File: config.mk
export PLATFORM = sky130hd
export DESIGN_NAME = us_ping_scheduler
export DESIGN_NICKNAME = d
export VERILOG_FILES = /design/src/rtl/us_ping_scheduler.sv
export SDC_FILE = /design/constraint.sdc
export NUM_CORES = 1
export LEC_CHECK = 0
export BUFFER_PORTS_ARGS = -buffer_cell sky130_fd_sc_hd__buf_2
export CAP_MARGIN = 20
export CORE_ASPECT_RATIO = 0.9
export CORE_MARGIN = 2
export CORE_UTILIZATION = 55
export DETAILED_ROUTE_END_ITERATION = 8
export PLACE_DENSITY_LB_ADDON = 0.08
export SLEW_MARGIN = 20
export SYNTH_ARGS = -nofsm -noshare
export SYNTH_HDL_FRONTEND = slang
export SYNTH_SLANG_ARGS = --single-unit
File: constraint.sdc
create_clock -name clk -period 3.1 [get_ports clk]
set_input_delay 0.775 -clock clk [delete_from_list [all_inputs] [get_ports clk]]
set_output_delay 0.775 -clock clk [all_outputs]
set_load 0.02 [all_outputs]
File: src/rtl/us_ping_scheduler.sv
// Round-robin ultrasonic ping scheduler: one sensor at a time, trigger/echo/timeout/holdoff, echo width to cm.
// Optional per-sensor result table output enabled by defining US_RESULT_TABLE_EN.
module us_ping_scheduler #(
  parameter int N_SENSORS      = 4,
  parameter int TRIG_CYCLES    = 500,
  parameter int TIMEOUT_CYCLES = 1_500_000,
  parameter int HOLDOFF_CYCLES = 3_000_000,
  parameter int CYC_PER_CM     = 2915
) (
  input  logic                   clk,
  input  logic                   rst_n,
  input  logic                   enable,
  input  logic [N_SENSORS-1:0]   sensor_mask,
  input  logic [N_SENSORS-1:0]   echo,
  output logic [N_SENSORS-1:0]   trig,
  output logic [15:0]            dist_data,
  output logic [2:0]             dist_id,
  output logic                   dist_valid,
  output logic                   dist_timeout,
  output logic                   busy
`ifdef US_RESULT_TABLE_EN
  ,
  output logic [16*N_SENSORS-1:0] dist_table
`endif
);

  localparam int CNT_MAX0 = (TIMEOUT_CYCLES > HOLDOFF_CYCLES) ? TIMEOUT_CYCLES : HOLDOFF_CYCLES;
  localparam int CNT_MAX  = (CNT_MAX0 > TRIG_CYCLES) ? CNT_MAX0 : TRIG_CYCLES;
  localparam int CW       = $clog2(CNT_MAX + 1);
  localparam int SW       = (CYC_PER_CM > 1) ? $clog2(CYC_PER_CM) : 1;
  localparam int IW       = (N_SENSORS > 1) ? $clog2(N_SENSORS) : 1;

  typedef enum logic [2:0] {S_IDLE, S_TRIG, S_WAIT_RISE, S_MEASURE, S_HOLDOFF} state_t;

  state_t               state_reg;
  logic [IW-1:0]        ptr_reg, cur_reg;
  logic [CW-1:0]        cnt_reg;
  logic [SW-1:0]        sub_reg;
  logic [15:0]          cm_reg;
  logic [N_SENSORS-1:0] echo_s1_reg, echo_s2_reg, echo_d_reg;

  always_ff @(posedge clk or negedge rst_n) begin
    if (!rst_n) begin
      echo_s1_reg <= '0;
      echo_s2_reg <= '0;
      echo_d_reg  <= '0;
    end else begin
      echo_s1_reg <= echo;
      echo_s2_reg <= echo_s1_reg;
      echo_d_reg  <= echo_s2_reg;
    end
  end

  logic echo_rise, echo_fall;
  assign echo_rise = echo_s2_reg[cur_reg] & ~echo_d_reg[cur_reg];
  assign echo_fall = ~echo_s2_reg[cur_reg] & echo_d_reg[cur_reg];

  // Next enabled sensor after the pointer; descending scan so the nearest offset wins.
  logic          pick_found;
  logic [IW-1:0] pick_idx;
  int            scan_idx;
  always_comb begin
    pick_found = 1'b0;
    pick_idx   = '0;
    scan_idx   = 0;
    for (int i = N_SENSORS; i >= 1; i--) begin
      scan_idx = (int'(ptr_reg) + i) % N_SENSORS;
      if (sensor_mask[IW'(scan_idx)]) begin
        pick_found = 1'b1;
        pick_idx   = IW'(scan_idx);
      end
    end
  end

  logic [N_SENSORS-1:0] pick_onehot;
  for (genvar gi = 0; gi < N_SENSORS; gi++) begin : g_onehot
    assign pick_onehot[gi] = (pick_idx == IW'(gi));
  end

  logic        tout_hit, report_fall, report_tout, report, start;
  logic [15:0] cm_inc, report_data;
  assign tout_hit    = (cnt_reg == CW'(TIMEOUT_CYCLES - 1));
  assign report_fall = (state_reg == S_MEASURE) && echo_fall;
  // An echo fall on the timeout cycle is still a valid distance.
  assign report_tout = !report_fall && tout_hit &&
                       ((state_reg == S_MEASURE) || (state_reg == S_WAIT_RISE && !echo_rise));
  assign report      = report_fall || report_tout;
  assign cm_inc      = (cm_reg == 16'hFFFE) ? cm_reg : cm_reg + 16'd1;
  assign report_data = report_tout ? 16'hFFFF :
                       (sub_reg == SW'(CYC_PER_CM - 1)) ? cm_inc : cm_reg;
  assign start       = enable && pick_found &&
                       ((state_reg == S_IDLE) ||
                        (state_reg == S_HOLDOFF && cnt_reg == CW'(HOLDOFF_CYCLES - 1)));

  always_ff @(posedge clk or negedge rst_n) begin
    if (!rst_n) begin
      state_reg    <= S_IDLE;
      ptr_reg      <= IW'(N_SENSORS - 1);
      cur_reg      <= '0;
      cnt_reg      <= '0;
      sub_reg      <= '0;
      cm_reg       <= '0;
      trig         <= '0;
      dist_data    <= '0;
      dist_id      <= '0;
      dist_valid   <= 1'b0;
      dist_timeout <= 1'b0;
      busy         <= 1'b0;
    end else begin
      dist_valid <= 1'b0;
      if (report) begin
        dist_valid   <= 1'b1;
        dist_data    <= report_data;
        dist_id      <= 3'(cur_reg);
        dist_timeout <= report_tout;
        state_reg    <= S_HOLDOFF;
        cnt_reg      <= '0;
      end else if (start) begin
        state_reg <= S_TRIG;
        cur_reg   <= pick_idx;
        ptr_reg   <= pick_idx;
        trig      <= pick_onehot;
        cnt_reg   <= '0;
        busy      <= 1'b1;
      end else begin
        case (state_reg)
          S_IDLE: ;
          S_TRIG: begin
            if (cnt_reg == CW'(TRIG_CYCLES - 1)) begin
              trig      <= '0;
              state_reg <= S_WAIT_RISE;
              cnt_reg   <= '0;
            end else begin
              cnt_reg <= cnt_reg + CW'(1);
            end
          end
          S_WAIT_RISE: begin
            if (echo_rise) begin
              state_reg <= S_MEASURE;
              cnt_reg   <= '0;
              sub_reg   <= '0;
              cm_reg    <= '0;
            end else begin
              cnt_reg <= cnt_reg + CW'(1);
            end
          end
          S_MEASURE: begin
            cnt_reg <= cnt_reg + CW'(1);
            if (sub_reg == SW'(CYC_PER_CM - 1)) begin
              sub_reg <= '0;
              cm_reg  <= cm_inc;
            end else begin
              sub_reg <= sub_reg + SW'(1);
            end
          end
          S_HOLDOFF: begin
            if (cnt_reg == CW'(HOLDOFF_CYCLES - 1)) begin
              state_reg <= S_IDLE;
              busy      <= 1'b0;
            end else begin
              cnt_reg <= cnt_reg + CW'(1);
            end
          end
          default: state_reg <= S_IDLE;
        endcase
      end
    end
  end

`ifdef US_RESULT_TABLE_EN
  always_ff @(posedge clk or negedge rst_n) begin
    if (!rst_n) begin
      dist_table <= {N_SENSORS{16'hFFFF}};
    end else if (report) begin
      for (int i = 0; i < N_SENSORS; i++) begin
        if (cur_reg == IW'(i)) dist_table[16*i +: 16] <= report_data;
      end
    end
  end
`endif

endmodule
==> flow_metrics.py, run 1 <==
metrics = {
    "clock_tree": {
        "cts_sinks": 94,
        "clkTransAtPathRegs_ns": 0.10,
        "ctsHoldBuffers": 0,
        "post_cts_resized": 0,
        "clk_path_buf_depth": 2,
        "clockRootBuffer": "clkbuf_8",
        "cts_setup_buffers": 0,
        "htree_levels": 3,
        "clk_latency_ns": 0.37,
        "cts_tree": "built",
        "cts_made_buffers": 9,
    },
    "synthesis": {
        "synth_mux_area_share_pct": 0.778,
        "syn_area_per_cell_um2": 9.09,
        "netlist_instances": 566,
        "ys.flop_type": "dfrtp_1",
        "synth_async_sr_flop_share_pct": 100,
        "yosysUniqueCellTypes": 73,
        "yosysWarningCount": 0,
        "synth-compound-area-share_pct": 19.8,
        "syn_area_um2": 5140,
        "ys_seq_area_share_pct": 45.8,
        "yosys.area_share.simple_pct": 25.4,
        "synth_xor_area_share_pct": 2.38,
        "synth_nets": 582,
        "synth_edf_count": 0,
        "synth_top_family_by_area": "simple AND/OR/NAND/NOR gates",
        "ys_ff_latch": 94,
        "synthAdderAreaFrac_pct": 1.22,
    },
    "critical_path": {
        "path_delay_family": "simple AND/OR/NAND/NOR gates",
        "timing.rr.start": "cur_reg[0]",
        "startpoint": "cur_reg[0]",
        "critPathKind": "reg2reg",
        "critical_path.slowest_cell": "or4b_4",
        "worst-path-stages": 7,
        "end_kind": "flip-flop",
        "rr_worst_depth": 7,
        "worstPathRequired_ns": 3.36,
        "critPathMaxFanout": 21,
        "crit_buf_inv": 1,
        "worstReg2RegEnd": "cnt_reg[16]",
        "r2r_slack_ns": 0.50,
        "cp-start-kind": "flip-flop",
        "worstPathCellList": "or4b_4, a41oi_2, nor4_2, nor2_2, buf_4, nand2_1, o311ai_1",
        "crit_end": "cnt_reg[16]",
        "arrival_ns": 2.87,
        "slowest_delay_ns": 0.59,
    },
    "drt": {
        "drt_iter0_drc": 287,
        "vias": 4490,
        "drc": 0,
        "ant_nets": 0,
        "firstDrtPassIters": 5,
        "drt_wl_total_um": 12200,
        "avgRoutedWirePerCell_um": 16.9,
        "vias_per_cell": 6.19,
    },
    "power": {
        "p_total_mw": 2.21,
        "peakVddDrop_mv": 0.322,
        "powerDensity_nw_per_um2": 390,
        "p_leak_nw": 2.40,
    },
    "sta": {
        "worst_pin_slew_ns": 0.852,
        "slew_viol_final": 0,
        "slew_headroom_pct": 41.7,
        "fin_crit_ns": 2.60,
        "fin_crit_sh_pct": 84.0,
        "skew_ns": 0.0112,
        "fin_ws_ns": 0.496,
        "finalHoldViolCount": 0,
        "rsz0062_at_grt": "no",
        "finalSetupViolCount": 0,
        "fin_tns_setup_ns": 0,
        "max_freq_mhz": 384,
    },
    "floorplanning": {
        "die_w_um": 106,
        "row_count": 33,
        "coreArea_um2": 9080,
        "die_area_um2": 10100,
        "io_pins": 37,
        "initial_utilization_pct": 56.6,
        "die_h_um": 95.8,
    },
    "grt": {
        "grt_pass1_vias": 4169,
        "grtUsageTotal_pct": 25.8,
        "grt_pass1_wl_um": 20600,
        "antenna_found_initial": 0,
        "grt_max_degree": 54,
        "gr-total-overflow": 0,
    },
    "finish": {
        "drive_gt1_share_pct": 14.1,
        "design_area_um2": 5660,
        "largest_reg_flops": 22,
        "fin_util_pct": 62.3,
        "nets": 614,
        "antenna_cells": 0,
        "syn2layout_area_growth_pct": 10.0,
    },
    "placement": {
        "dp_slack_ns": 0.554,
        "port_buffers": 35,
        "place.gp.congestion": 0.945,
        "place_area_um2": 5450,
        "dp_hpwl_um": 8620,
    },
    "flow_run": {
        "max-cap-violations": 0,
    },
    "status": {
        "status": "complete, no violations",
    },
    "worst_hold_path": {
        "hp-class": "reg2reg",
    },
}
[layout by cell type (no fill, tap or decap), drive strengths merged, types with 6 or more instances in the layout]
cell type	netlist	final
o21ai	26	26
and3	13	13
o311ai	6	6
nor2	57	57
dfrtp	92	92
nor3	12	12
a31oi	26	26
nor2b	7	7
buf	25	51
clkbuf	5	10
nand2	58	58
xnor2	11	11
nor4	8	8
a21o	6	6
nand3	30	30
nand2b	9	9
inv	21	26
o31ai	12	12
a21oi	37	37
nand4	16	16
[worst min path at each step]
stage	start	endpoint	slack (ns)	cells past startpoint
floorplan	echo_s1_reg[0]	echo_s2_reg[0]	0.33	0
global placement	echo_s1_reg[1]	echo_s2_reg[1]	0.33	0
detailed placement	echo_s1_reg[1]	echo_s2_reg[1]	0.33	0
CTS	echo_s1_reg[1]	echo_s2_reg[1]	0.36	0
global route	echo_s1_reg[1]	echo_s2_reg[1]	0.37	0
finish	echo_s1_reg[1]	echo_s2_reg[1]	0.36	0
[per-layer routing]
| layer | vias up | part of all wire [%] | track usage, % |
|---|---|---|---|
| met2 | 135 | 46 | 39.8 |
| met5 | - | 0 | 0 |
| li1 | 2148 | - | - |
| met3 | 13 | 5.4 | 5.96 |
| met4 | 0 | 1.0 | 6.14 |
| met1 | 2194 | 48 | 37.3 |
[where the power goes]
group	switching (mW)	internal, mW
logic	0.0514	0.0247
registers	0.0133	1.24
clock network	0.465	0.410
[logic make-up (layout without fill, tap and decap cells)]
family	count (synthesis)	count (layout)
multiplexers	4	4
XOR/XNOR	14	14
flip-flops	94	94
AND/OR/NAND/NOR	244	244
buffers and inverters	51	88
adder cells (fa/ha/maj)	5	5
other	1	1
AO/OA/AOI/OAI	153	153
[cells in the mapped netlist, types with 6 or more instances]
master     n  area (um2)
nand2_1   56         210
inv_1     20        75.1
and3_1    13        81.3
dfrtp_1   92        2300
nand3_1   30         150
o31ai_1   12        90.1
a31oi_1   26         163
nor3_1    11        55.1
a21o_1     6        45.0
nor4_1     7        43.8
buf_2     19        95.1
xnor2_1   11        96.3
a21oi_1   37         185
nand2b_1   9        56.3
nor2_1    55         206
nor2b_1    7        43.8
o21ai_0   26         130
nand4_1   15        93.8
[cell type report]
cell class	instances	area, um2
Fill cell	777	3420
Multi-Input combinational cell	421	2550
Sequential cell	94	2350
Timing Repair Buffer	51	310
Tap cell	122	153
Clock buffer	10	138
Inverter	21	78.8
Clock inverter	6	73.8
[metrics by stage]
step	std cells	hold WS (ns)
after global routing	725	0.365
after CTS	725	0.359
after detailed placement	709	0.335
after floorplan	566	0.331
after global placement	709	0.332
final	725	0.356
(Power assumes the default switching activity.)
==> run 2, diff against run 1 <==
==> constraint.sdc (replaced) <==
create_clock -name clk -period 2.6 [get_ports clk]
set_input_delay 0.65 -clock clk [delete_from_list [all_inputs] [get_ports clk]]
set_output_delay 0.65 -clock clk [all_outputs]
set_load 0.02 [all_outputs]
==> run 2 against run 1 <==
Sequential share of layout area fell by 1.3 points. Critical path depth stayed put. Non-clock buffer count up 21. Routed wire length increased by 1.2%. Clock power rose by 14%. Die area stayed put. Sequential power is 19% higher. Total power rose by 18%. Maximum frequency rose by 6.0%. Final cell count grew 2.9%. Worst setup slack got worse by 0.35 ns. Clock skew grew 0.0054 ns. Critical endpoint is now cm_reg[4]. Largest cell class unchanged. Largest power group unchanged.
==> flow_metrics.py, run 2 (same netlist as run 1, synthesis figures left out) <==
metrics = {
    "sta": {
        "fin_crit_ns": 2.46,
        "fin_ws_ns": 0.144,
        "slew_headroom_pct": 54.1,
        "worst_pin_slew_ns": 0.681,
        "slew_viol_final": 0,
        "max_freq_mhz": 407,
        "skew_ns": 0.0166,
        "finalSetupViolCount": 0,
        "fin_crit_sh_pct": 94.5,
        "finalHoldViolCount": 0,
    },
    "clock_tree": {
        "clk_path_buf_depth": 2,
        "clockRootBuffer": "clkbuf_8",
        "clk_latency_ns": 0.36,
        "clkTransAtPathRegs_ns": 0.10,
        "cts_tree": "built",
        "cts_setup_buffers": 0,
        "htree_levels": 3,
        "cts_made_buffers": 9,
        "ctsHoldBuffers": 0,
        "cts_sinks": 94,
        "post_cts_resized": 0,
    },
    "placement": {
        "place_area_um2": 5610,
        "dp_slack_ns": 0.0615,
        "place.gp.congestion": 0.932,
        "port_buffers": 35,
        "dp_hpwl_um": 8920,
    },
    "finish": {
        "final_cell_mix": "dfrtp_1 (92), nand2_1 (56), nor2_1 (55), a21oi_1 (37), buf_4 (37)",
        "fin_util_pct": 64.3,
        "nets": 635,
        "largest_reg_flops": 22,
        "syn2layout_area_growth_pct": 13.5,
        "fillers": 763,
        "design_area_um2": 5840,
        "layout_commonest_cell": "dfrtp_1",
        "antenna_cells": 0,
        "drive_gt1_share_pct": 17.3,
    },
    "critical_path": {
        "end_kind": "flip-flop",
        "critPathMaxFanout": 12,
        "cp-start-kind": "flip-flop",
        "arrival_ns": 2.73,
        "critPathKind": "reg2reg",
        "worstPathRequired_ns": 2.87,
    },
    "power": {
        "comb_power_share_pct": 3.7,
        "power_frac_seq_pct": 57.7,
        "p_total_mw": 2.59,
        "p_leak_nw": 2.50,
        "sw_frac_of_total_pct": 23.4,
        "p_int_mw": 1.99,
        "p_sw_mw": 0.608,
        "clockPowerShare_pct": 38.7,
        "peakVddDrop_mv": 0.539,
        "powerDensity_nw_per_um2": 444,
    },
    "flow_run": {
        "max-cap-violations": 0,
    },
    "drt": {
        "avgRoutedWirePerCell_um": 16.6,
        "ant_nets": 0,
        "drc": 0,
        "vias": 4576,
        "drt_wl_total_um": 12400,
        "drt_iter0_drc": 283,
        "vias_per_cell": 6.13,
        "firstDrtPassIters": 5,
    },
    "grt": {
        "grt_max_degree": 42,
        "grtUsageTotal_pct": 25.7,
        "use_met1_pct": 37.1,
        "met2_usage_pct": 41.4,
        "use_met3_pct": 4.47,
        "antenna_found_initial": 0,
        "grt_pass1_vias": 4287,
        "gr-total-overflow": 0,
        "grt_pass1_wl_um": 20700,
        "grt-busiest-layer": "met2",
    },
    "floorplanning": {
        "die_area_um2": 10100,
        "initial_utilization_pct": 56.6,
        "die_h_um": 95.8,
        "row_count": 33,
        "die_w_um": 106,
        "coreArea_um2": 9080,
        "io_pins": 37,
    },
    "worst_hold_path": {
        "hp-class": "in2async",
    },
    "status": {
        "status": "complete, no violations",
    },
}
[run 2: final timing paths]
check	start	endpoint	slack, ns	cells past startpoint
setup / recovery	cur_reg[0]	cm_reg[4]	0.14	7
setup reg to reg	cur_reg[0]	cm_reg[4]	0.14	7
min in group clk	echo_s1_reg[3]	echo_s2_reg[3]	0.35	0
max in group asynchronous	rst_n	dist_data[5]	1.72	2
hold reg to reg	echo_s1_reg[3]	echo_s2_reg[3]	0.35	0
hold / removal	rst_n	cnt_reg[5]	0.19	1
[run 2: power groups by stage]
stage | sequential [mW] | combinational, mW | clock (mW)
after detailed placement | 1.53 | 0.0967 | 0
final | 1.50 | 0.0947 | 1.00
after global placement | 1.52 | 0.0944 | 0
after floorplan | 1.53 | 0.0356 | 0
after global routing | 1.50 | 0.107 | 1.08
after CTS | 1.50 | 0.0970 | 1.03
[run 2: worst max-delay path: stages, from the launching register on]
cell,delay (ns)
dfrtp_1,0.48
or4b_4,0.58
a41oi_2,0.33
nor4_4,0.12
nor3_4,0.38
buf_4,0.26
a21oi_1,0.08
a31oi_1,0.16
[run 2: area by class of cell]
type | count | area (um2) | area share (%)
Multi-Input combinational cell | 421 | 2580 | 44.3
Sequential cell | 94 | 2350 | 40.3
Timing Repair Buffer | 72 | 468 | 8.02
Tap cell | 122 | 153 | 2.61
Clock buffer | 11 | 141 | 2.42
Inverter | 21 | 78.8 | 1.35
Clock inverter | 5 | 58.8 | 1.01
[run 2: metal layers]
| metal | share of wire (%) | vias up |
|---|---|---|
| met3 | 5.6 | 14 |
| met1 | 47 | 2237 |
| met5 | 0 | - |
| met2 | 46 | 134 |
| met4 | 0.96 | 0 |
| li1 | - | 2191 |
[run 2: stage by stage]
step	TNS (ns)	hold WS (ns)	std cells
finish	0	0.193	746
global route	-0.00722	0.203	746
CTS	0	0.200	746
detailed placement	0	0.337	730
global placement	0	0.332	730
floorplan	0	0.331	566
